File: config.mk
export PLATFORM = sky130hd
export DESIGN_NAME = weight_prefetch_streamer
export DESIGN_NICKNAME = d
export VERILOG_FILES = /design/src/rtl/weight_stream_pkg.sv /design/src/rtl/sync_fifo_lastbit.sv /design/src/rtl/weight_prefetch_streamer.sv
export SDC_FILE = /design/constraint.sdc
export NUM_CORES = 1
export LEC_CHECK = 0
export BUFFER_PORTS_ARGS = -buffer_cell sky130_fd_sc_hd__buf_2
export CORE_MARGIN = 4
export CORE_UTILIZATION = 38
export DETAILED_ROUTE_END_ITERATION = 8
export GPL_TIMING_DRIVEN = 0
export PLACE_DENSITY = 0.58
export SLEW_MARGIN = 15
export SYNTH_ARGS = -nofsm -noshare
export SYNTH_HDL_FRONTEND = slang
export SYNTH_SLANG_ARGS = --single-unit
export TNS_END_PERCENT = 20
File: constraint.sdc
create_clock -name clk -period 5.5 [get_ports clk]
set_clock_uncertainty 0.2 [all_clocks]
set_input_delay 0.825 -clock clk [delete_from_list [all_inputs] [get_ports clk]]
set_output_delay 0.825 -clock clk [all_outputs]
set_load 0.1 [all_outputs]
File: src/rtl/weight_stream_pkg.sv
// Shared defaults for the weight prefetch streamer and a helper that
// locates a weight lane inside a packed ROM word.
package weight_stream_pkg;

  localparam int unsigned DEFAULT_PRECISION   = 16;
  localparam int unsigned DEFAULT_PARALLELISM = 1;
  localparam int unsigned DEFAULT_OUT_DEPTH   = 32;
  localparam int unsigned DEFAULT_ROM_LATENCY = 2;
  localparam int unsigned DEFAULT_FIFO_DEPTH  = 4;

  // Bit offset of lane `lane` in a word of `precision`-bit lanes.
  function automatic int unsigned lane_offset(input int unsigned lane,
                                              input int unsigned precision);
    return lane * precision;
  endfunction

endpackage

File: src/rtl/sync_fifo_lastbit.sv
// Synchronous landing FIFO for ROM words plus their end-of-pass flag.
// Ports:
//   clk_i, rst_ni    clock, asynchronous active-low reset
//   wr_en_i, wdata_i write strobe and {last, word}
//   rd_en_i, rdata_o pop strobe and head entry (no write-to-read bypass)
//   count_o          current occupancy
//   full_o, empty_o  occupancy flags
// A write while full is only accepted together with a read.
module sync_fifo_lastbit #(
  parameter int unsigned DEPTH = 4,
  parameter int unsigned WIDTH = 16
) (
  input  logic                       clk_i,
  input  logic                       rst_ni,
  input  logic                       wr_en_i,
  input  logic [WIDTH:0]             wdata_i,
  input  logic                       rd_en_i,
  output logic [WIDTH:0]             rdata_o,
  output logic [$clog2(DEPTH+1)-1:0] count_o,
  output logic                       full_o,
  output logic                       empty_o
);

  localparam int unsigned PW = (DEPTH > 1) ? $clog2(DEPTH) : 1;
  localparam int unsigned CW = $clog2(DEPTH + 1);

  logic [WIDTH:0] mem_q [DEPTH];
  logic [PW-1:0]  wr_ptr_q, wr_ptr_d;
  logic [PW-1:0]  rd_ptr_q, rd_ptr_d;
  logic [CW-1:0]  count_q, count_d;
  logic           wr_ok, rd_ok;

  assign full_o  = (count_q == CW'(DEPTH));
  assign empty_o = (count_q == '0);
  assign count_o = count_q;
  assign rdata_o = mem_q[rd_ptr_q];

  assign rd_ok = rd_en_i && !empty_o;
  assign wr_ok = wr_en_i && (!full_o || rd_ok);

  always_comb begin
    wr_ptr_d = wr_ptr_q;
    rd_ptr_d = rd_ptr_q;
    count_d  = count_q;
    if (wr_ok) wr_ptr_d = (wr_ptr_q == PW'(DEPTH - 1)) ? '0 : wr_ptr_q + 1'b1;
    if (rd_ok) rd_ptr_d = (rd_ptr_q == PW'(DEPTH - 1)) ? '0 : rd_ptr_q + 1'b1;
    if (wr_ok && !rd_ok) count_d = count_q + 1'b1;
    else if (rd_ok && !wr_ok) count_d = count_q - 1'b1;
  end

  always_ff @(posedge clk_i or negedge rst_ni) begin
    if (!rst_ni) begin
      wr_ptr_q <= '0;
      rd_ptr_q <= '0;
      count_q  <= '0;
    end else begin
      wr_ptr_q <= wr_ptr_d;
      rd_ptr_q <= rd_ptr_d;
      count_q  <= count_d;
    end
  end

  always_ff @(posedge clk_i) begin
    if (wr_ok) mem_q[wr_ptr_q] <= wdata_i;
  end

endmodule

File: src/rtl/weight_prefetch_streamer.sv
// Streams dense weights from a fixed-latency ROM to a valid/ready consumer.
// Ports:
//   clk, rst            clock, asynchronous active-low reset
//   rom_addr, rom_ce    registered ROM address, chip enable (always on)
//   rom_q               ROM read data, ROM_LATENCY cycles after sampling
//   data_out            per-lane weights from the FIFO head
//   data_out_valid/ready/last  output stream; last marks address OUT_DEPTH-1
//   pass_count          number of completed tensor passes (wraps)
module weight_prefetch_streamer
  import weight_stream_pkg::*;
#(
  parameter int unsigned WEIGHT_PRECISION_0 = DEFAULT_PRECISION,
  parameter int unsigned WEIGHT_PARALLELISM = DEFAULT_PARALLELISM,
  parameter int unsigned OUT_DEPTH          = DEFAULT_OUT_DEPTH,
  parameter int unsigned ROM_LATENCY        = DEFAULT_ROM_LATENCY,
  parameter int unsigned FIFO_DEPTH         = DEFAULT_FIFO_DEPTH,
  parameter int unsigned ADDR_WIDTH         = $clog2(OUT_DEPTH) + 1
) (
  input  logic                                             clk,
  input  logic                                             rst,
  output logic [ADDR_WIDTH-1:0]                            rom_addr,
  output logic                                             rom_ce,
  input  logic [WEIGHT_PRECISION_0*WEIGHT_PARALLELISM-1:0] rom_q,
  output logic [WEIGHT_PRECISION_0-1:0]                    data_out [WEIGHT_PARALLELISM],
  output logic                                             data_out_valid,
  input  logic                                             data_out_ready,
  output logic                                             data_out_last,
  output logic [15:0]                                      pass_count
);

  localparam int unsigned WORD_W = WEIGHT_PRECISION_0 * WEIGHT_PARALLELISM;
  localparam int unsigned CNT_W  = $clog2(FIFO_DEPTH + 1);
  localparam int unsigned OCC_W  = $clog2(FIFO_DEPTH + ROM_LATENCY + 2) + 1;

  if (FIFO_DEPTH < ROM_LATENCY + 2) begin : g_depth_check
    $error("FIFO_DEPTH must be at least ROM_LATENCY+2");
  end

  logic [ADDR_WIDTH-1:0]  addr_q, addr_d;
  logic [ROM_LATENCY-1:0] issue_q, issue_d;
  logic [ROM_LATENCY-1:0] last_q, last_d;
  logic                   ret_valid_q, ret_last_q;
  logic [15:0]            pass_q, pass_d;

  logic [CNT_W-1:0]       fifo_count;
  logic                   fifo_full, fifo_empty;
  logic [WORD_W:0]        fifo_rdata;
  logic [WORD_W-1:0]      head_word;
  logic                   head_last;
  logic                   rd, issue, at_end;
  logic [OCC_W-1:0]       occ;

  sync_fifo_lastbit #(
    .DEPTH (FIFO_DEPTH),
    .WIDTH (WORD_W)
  ) u_fifo (
    .clk_i   (clk),
    .rst_ni  (rst),
    .wr_en_i (ret_valid_q),
    .wdata_i ({ret_last_q, rom_q}),
    .rd_en_i (rd),
    .rdata_o (fifo_rdata),
    .count_o (fifo_count),
    .full_o  (fifo_full),
    .empty_o (fifo_empty)
  );

  assign head_last      = fifo_rdata[WORD_W];
  assign head_word      = fifo_rdata[WORD_W-1:0];
  assign data_out_valid = !fifo_empty;
  assign data_out_last  = data_out_valid && head_last;
  assign rd             = data_out_valid && data_out_ready;
  assign rom_addr       = addr_q;
  assign rom_ce         = 1'b1;
  assign pass_count     = pass_q;

  // Occupancy counts every word already committed: FIFO contents, the word
  // landing this cycle, and ROM reads in flight. The word popped this cycle
  // is released immediately; that keeps the bound exact (never overflows)
  // while letting a depth of ROM_LATENCY+2 sustain one word per cycle.
  always_comb begin
    occ    = OCC_W'(fifo_count) + OCC_W'(ret_valid_q)
           + OCC_W'($countones(issue_q)) - OCC_W'(rd);
    issue  = (occ < OCC_W'(FIFO_DEPTH));
    at_end = (addr_q == ADDR_WIDTH'(OUT_DEPTH - 1));
    addr_d = addr_q;
    if (issue) addr_d = at_end ? '0 : addr_q + 1'b1;
    issue_d = (issue_q << 1) | ROM_LATENCY'(issue);
    last_d  = (last_q << 1) | ROM_LATENCY'(issue && at_end);
    pass_d  = pass_q + 16'(rd && head_last);
  end

  // The extra ret_* stage aligns the issue marker with rom_q, which the ROM
  // presents one cycle after the shift register's output bit.
  always_ff @(posedge clk or negedge rst) begin
    if (!rst) begin
      addr_q      <= '0;
      issue_q     <= '0;
      last_q      <= '0;
      ret_valid_q <= 1'b0;
      ret_last_q  <= 1'b0;
      pass_q      <= '0;
    end else begin
      addr_q      <= addr_d;
      issue_q     <= issue_d;
      last_q      <= last_d;
      ret_valid_q <= issue_q[ROM_LATENCY-1];
      ret_last_q  <= last_q[ROM_LATENCY-1];
      pass_q      <= pass_d;
    end
  end

  always_comb begin
    for (int unsigned j = 0; j < WEIGHT_PARALLELISM; j++) begin
      data_out[j] = head_word[lane_offset(j, WEIGHT_PRECISION_0) +: WEIGHT_PRECISION_0];
    end
  end

  a_fifo_no_overflow: assert property (@(posedge clk) disable iff (!rst)
    !(ret_valid_q && fifo_full && !rd));

endmodule

==> metrics.yaml <==
sta:
  grt_setup_unrepaired: "no"
  setup_ws_ns: 1.999
  tightestPinTransition_ns: 0.9082
  maxSlewViolCount: 0
  fmax_mhz: 285.6
  finalSetupTns_ns: 0
  finalSetupViolCount: 0
  slew_headroom_pct: 39.45
  min_period_ns: 3.501
  final_hold_viol_count: 0
  period_share_pct: 63.66
clock_network:
  h-tree-depth: 3
  clk_pin_slew_ns: 0.10
  root_buffer: "clkbuf_8"
  clock_sinks: 103
  post_cts_resized: 0
  cts_tree: "built"
  cts.path.max_buffers: 2
  cts_hold_buf: 0
  cts_inserted_buffers: 9
  clock_latency_ns: 0.35
  cts_setup_buffers: 0
critical_path:
  path_class: "reg2reg"
  crit_slowest_cell: "dfrtp_1"
  required_ns: 5.55
  path_cells: "or3_1, nand2_1, inv_1, ha_1, inv_1, fa_1, ha_1, a31o_1, and3_1, nor2_2, mux2_2"
  cp-startpoint: "u_fifo.count_o[0]"
  path_delay_family: "simple AND/OR/NAND/NOR gates"
  crit_arrival_ns: 3.55
  crit_buf_inv: 2
  worst-path-max-fanout: 5
  cp-start-kind: "register"
  rr_startpoint: "u_fifo.count_o[0]"
  worst_setup_path_end_kind: "register"
  cpPeakStageDelay_ns: 0.48
synthesis:
  synth_top_family_by_area: "multiplexers"
  yosys-top-cells-area: "edfxtp_1 49%, dfrtp_1 21%, mux4_2 9.2%"
  synth_seq_cells: 103
  async_reset_ff_share_pct: 33.98
  ys_types: 35
  synth_fa_ha_area_share_pct: 5.162
  yosysTopAreaCell: "edfxtp_1"
  netlist_area_mm2: 0.004169
  yosysSeqAreaShare_pct: 69.99
  synth_top_area_share_pct: 48.98
  synth_edf_count: 68
  synthFlopType: "edfxtp_1"
  ys_warn_count: 0
  synth_simple_gate_area_share_pct: 6.453
  syn_inst: 234
  synthXorXnorAreaFrac_pct: 4.202
  synthMuxAreaShare_pct: 10.53
  syn_nets: 269
  synth_compound_area_share_pct: 1.711
  synth.avg_cell_area_um2: 17.82
floorplanning:
  boundaryPins: 60
  dieArea_mm2: 0.01271
  rows: 37
  die_h_um: 112.7
  core_mm2: 0.01051
  initial_core_util_pct: 39.67
  die_w_um: 112.7
place:
  placed_cell_area_mm2: 0.004629
  dp_hpwl_um: 4405
  numPortBuffers: 58
  pre_cts_ws_ns: 1.988
  globalplace.congestion: 0.7014
cells_and_area:
  fin_util_pct: 45.76
  finalNetCount: 338
  final_cell_area_mm2: 0.004808
  final_layout_size_suffix_gt1_share_pct: 33.22
  num_antenna_cells: 0
  mostFrequentLayoutCell: "edfxtp_1"
  final_cell_mix: "68 x edfxtp_1, 60 x buf_2, 35 x dfrtp_1"
  syn2layout_area_growth_pct: 15.34
detailed_routing:
  drt_first_pass_iters: 4
  drt-total-wl_um: 6736
  drt.antenna.violating_nets: 0
  via_per_inst: 4.716
  drc_errors: 0
  first_iter_violations: 85
  vias: 2089
  avgRoutedWirePerCell_um: 15.21
run_status:
  status: "completed"
grt:
  grt.busiest_layer: "met2"
  grt_max_degree: 36
  grt_pass1_vias: 2226
  met2_usage_pct: 18.17
  antenna_found_initial: 0
  grtUsageMet1_pct: 15.49
  grt-ovfl-total: 0
  grtUsageMet3_pct: 3.102
  grt_pass1_wl_um: 11390
  track_usage_pct: 11.46
worst_hold_path:
  hold_path.class: "reg2reg"
  hp-start: "last_q[1]"
run:
  max_cap_viol_count: 0
[state kept, by name (all words and copies together) (netlist names)]
name             flops
u_fifo.wr_ptr_q      2
pass_count          16
issue_q              2
rom_addr             6
ret_valid_q          1
last_q               2
u_fifo.rd_ptr_q      2
ret_last_q           1
u_fifo.count_o       3
u_fifo.mem_q        68
[routing by layer]
layer,vias to the layer above,routed length (µm)
li1,1017,-
met1,1018,3252
met2,47,3104
met5,-,0
met3,7,309
met4,0,70
[path summary, 6_finish.rpt]
path                       slack, ns  depth (start not counted)                 end
max                             2.00                         11         rom_addr[0]
min                             0.16                          0          ret_last_q
max reg2reg                     2.00                         11         rom_addr[0]
min reg2reg                     0.16                          0          ret_last_q
max in group asynchronous       4.24                          1  u_fifo.wr_ptr_q[1]
min in group asynchronous       0.34                          1       pass_count[8]
[final cells by class]
class                      count  area [µm²]
clock buffer                   9       123.9
clock inverter                 6       55.05
tap                          136       170.2
inverter                      12       45.04
fill                         935        5700
multi-input combinational    114        1174
timing repair buffer          58       290.3
sequential                   103        2918
buffer                         5       32.53
[synth_stat cells (2+ instances only)]
library cell / instances
mux2_2: 4
dfrtp_1: 35
ha_1: 14
xor2_1: 7
buf_4: 3
nand2_1: 6
fa_1: 2
nor2_1: 8
xnor2_1: 13
edfxtp_1: 68
nand3_1: 6
nand4_1: 3
buf_2: 2
mux4_2: 17
inv_1: 12
nor3_1: 2
and3_1: 6
and4_1: 2
o21ai_0: 4
and2_1: 5
[worst reg2reg max path: stages, from the launching register on]
cell     delay, ns
dfrtp_1       0.48
or3_1         0.46
nand2_1       0.20
inv_1         0.07
ha_1          0.27
inv_1         0.05
fa_1          0.36
ha_1          0.28
a31o_1        0.21
and3_1        0.24
nor2_2        0.22
mux2_2        0.36
[cell families after synthesis]
| group | after synthesis |
|---|---|
| simple gates | 45 |
| fa+ha+maj | 16 |
| flops | 103 |
| compound gates | 10 |
| mux | 22 |
| xor+xnor | 20 |
| buf+inv | 17 |
| other cells | 1 |
[per-stage QoR]
stage	hold slack, ns	instances
after CTS	0.1629	443
after global placement	0.1382	428
after global routing	0.1691	443
after detailed placement	0.1395	428
after floorplan	0.1312	234
final	0.1584	443
Power is not shown: default switching activity piles up to over one toggle a cycle in this logic, so the estimate is an artifact.
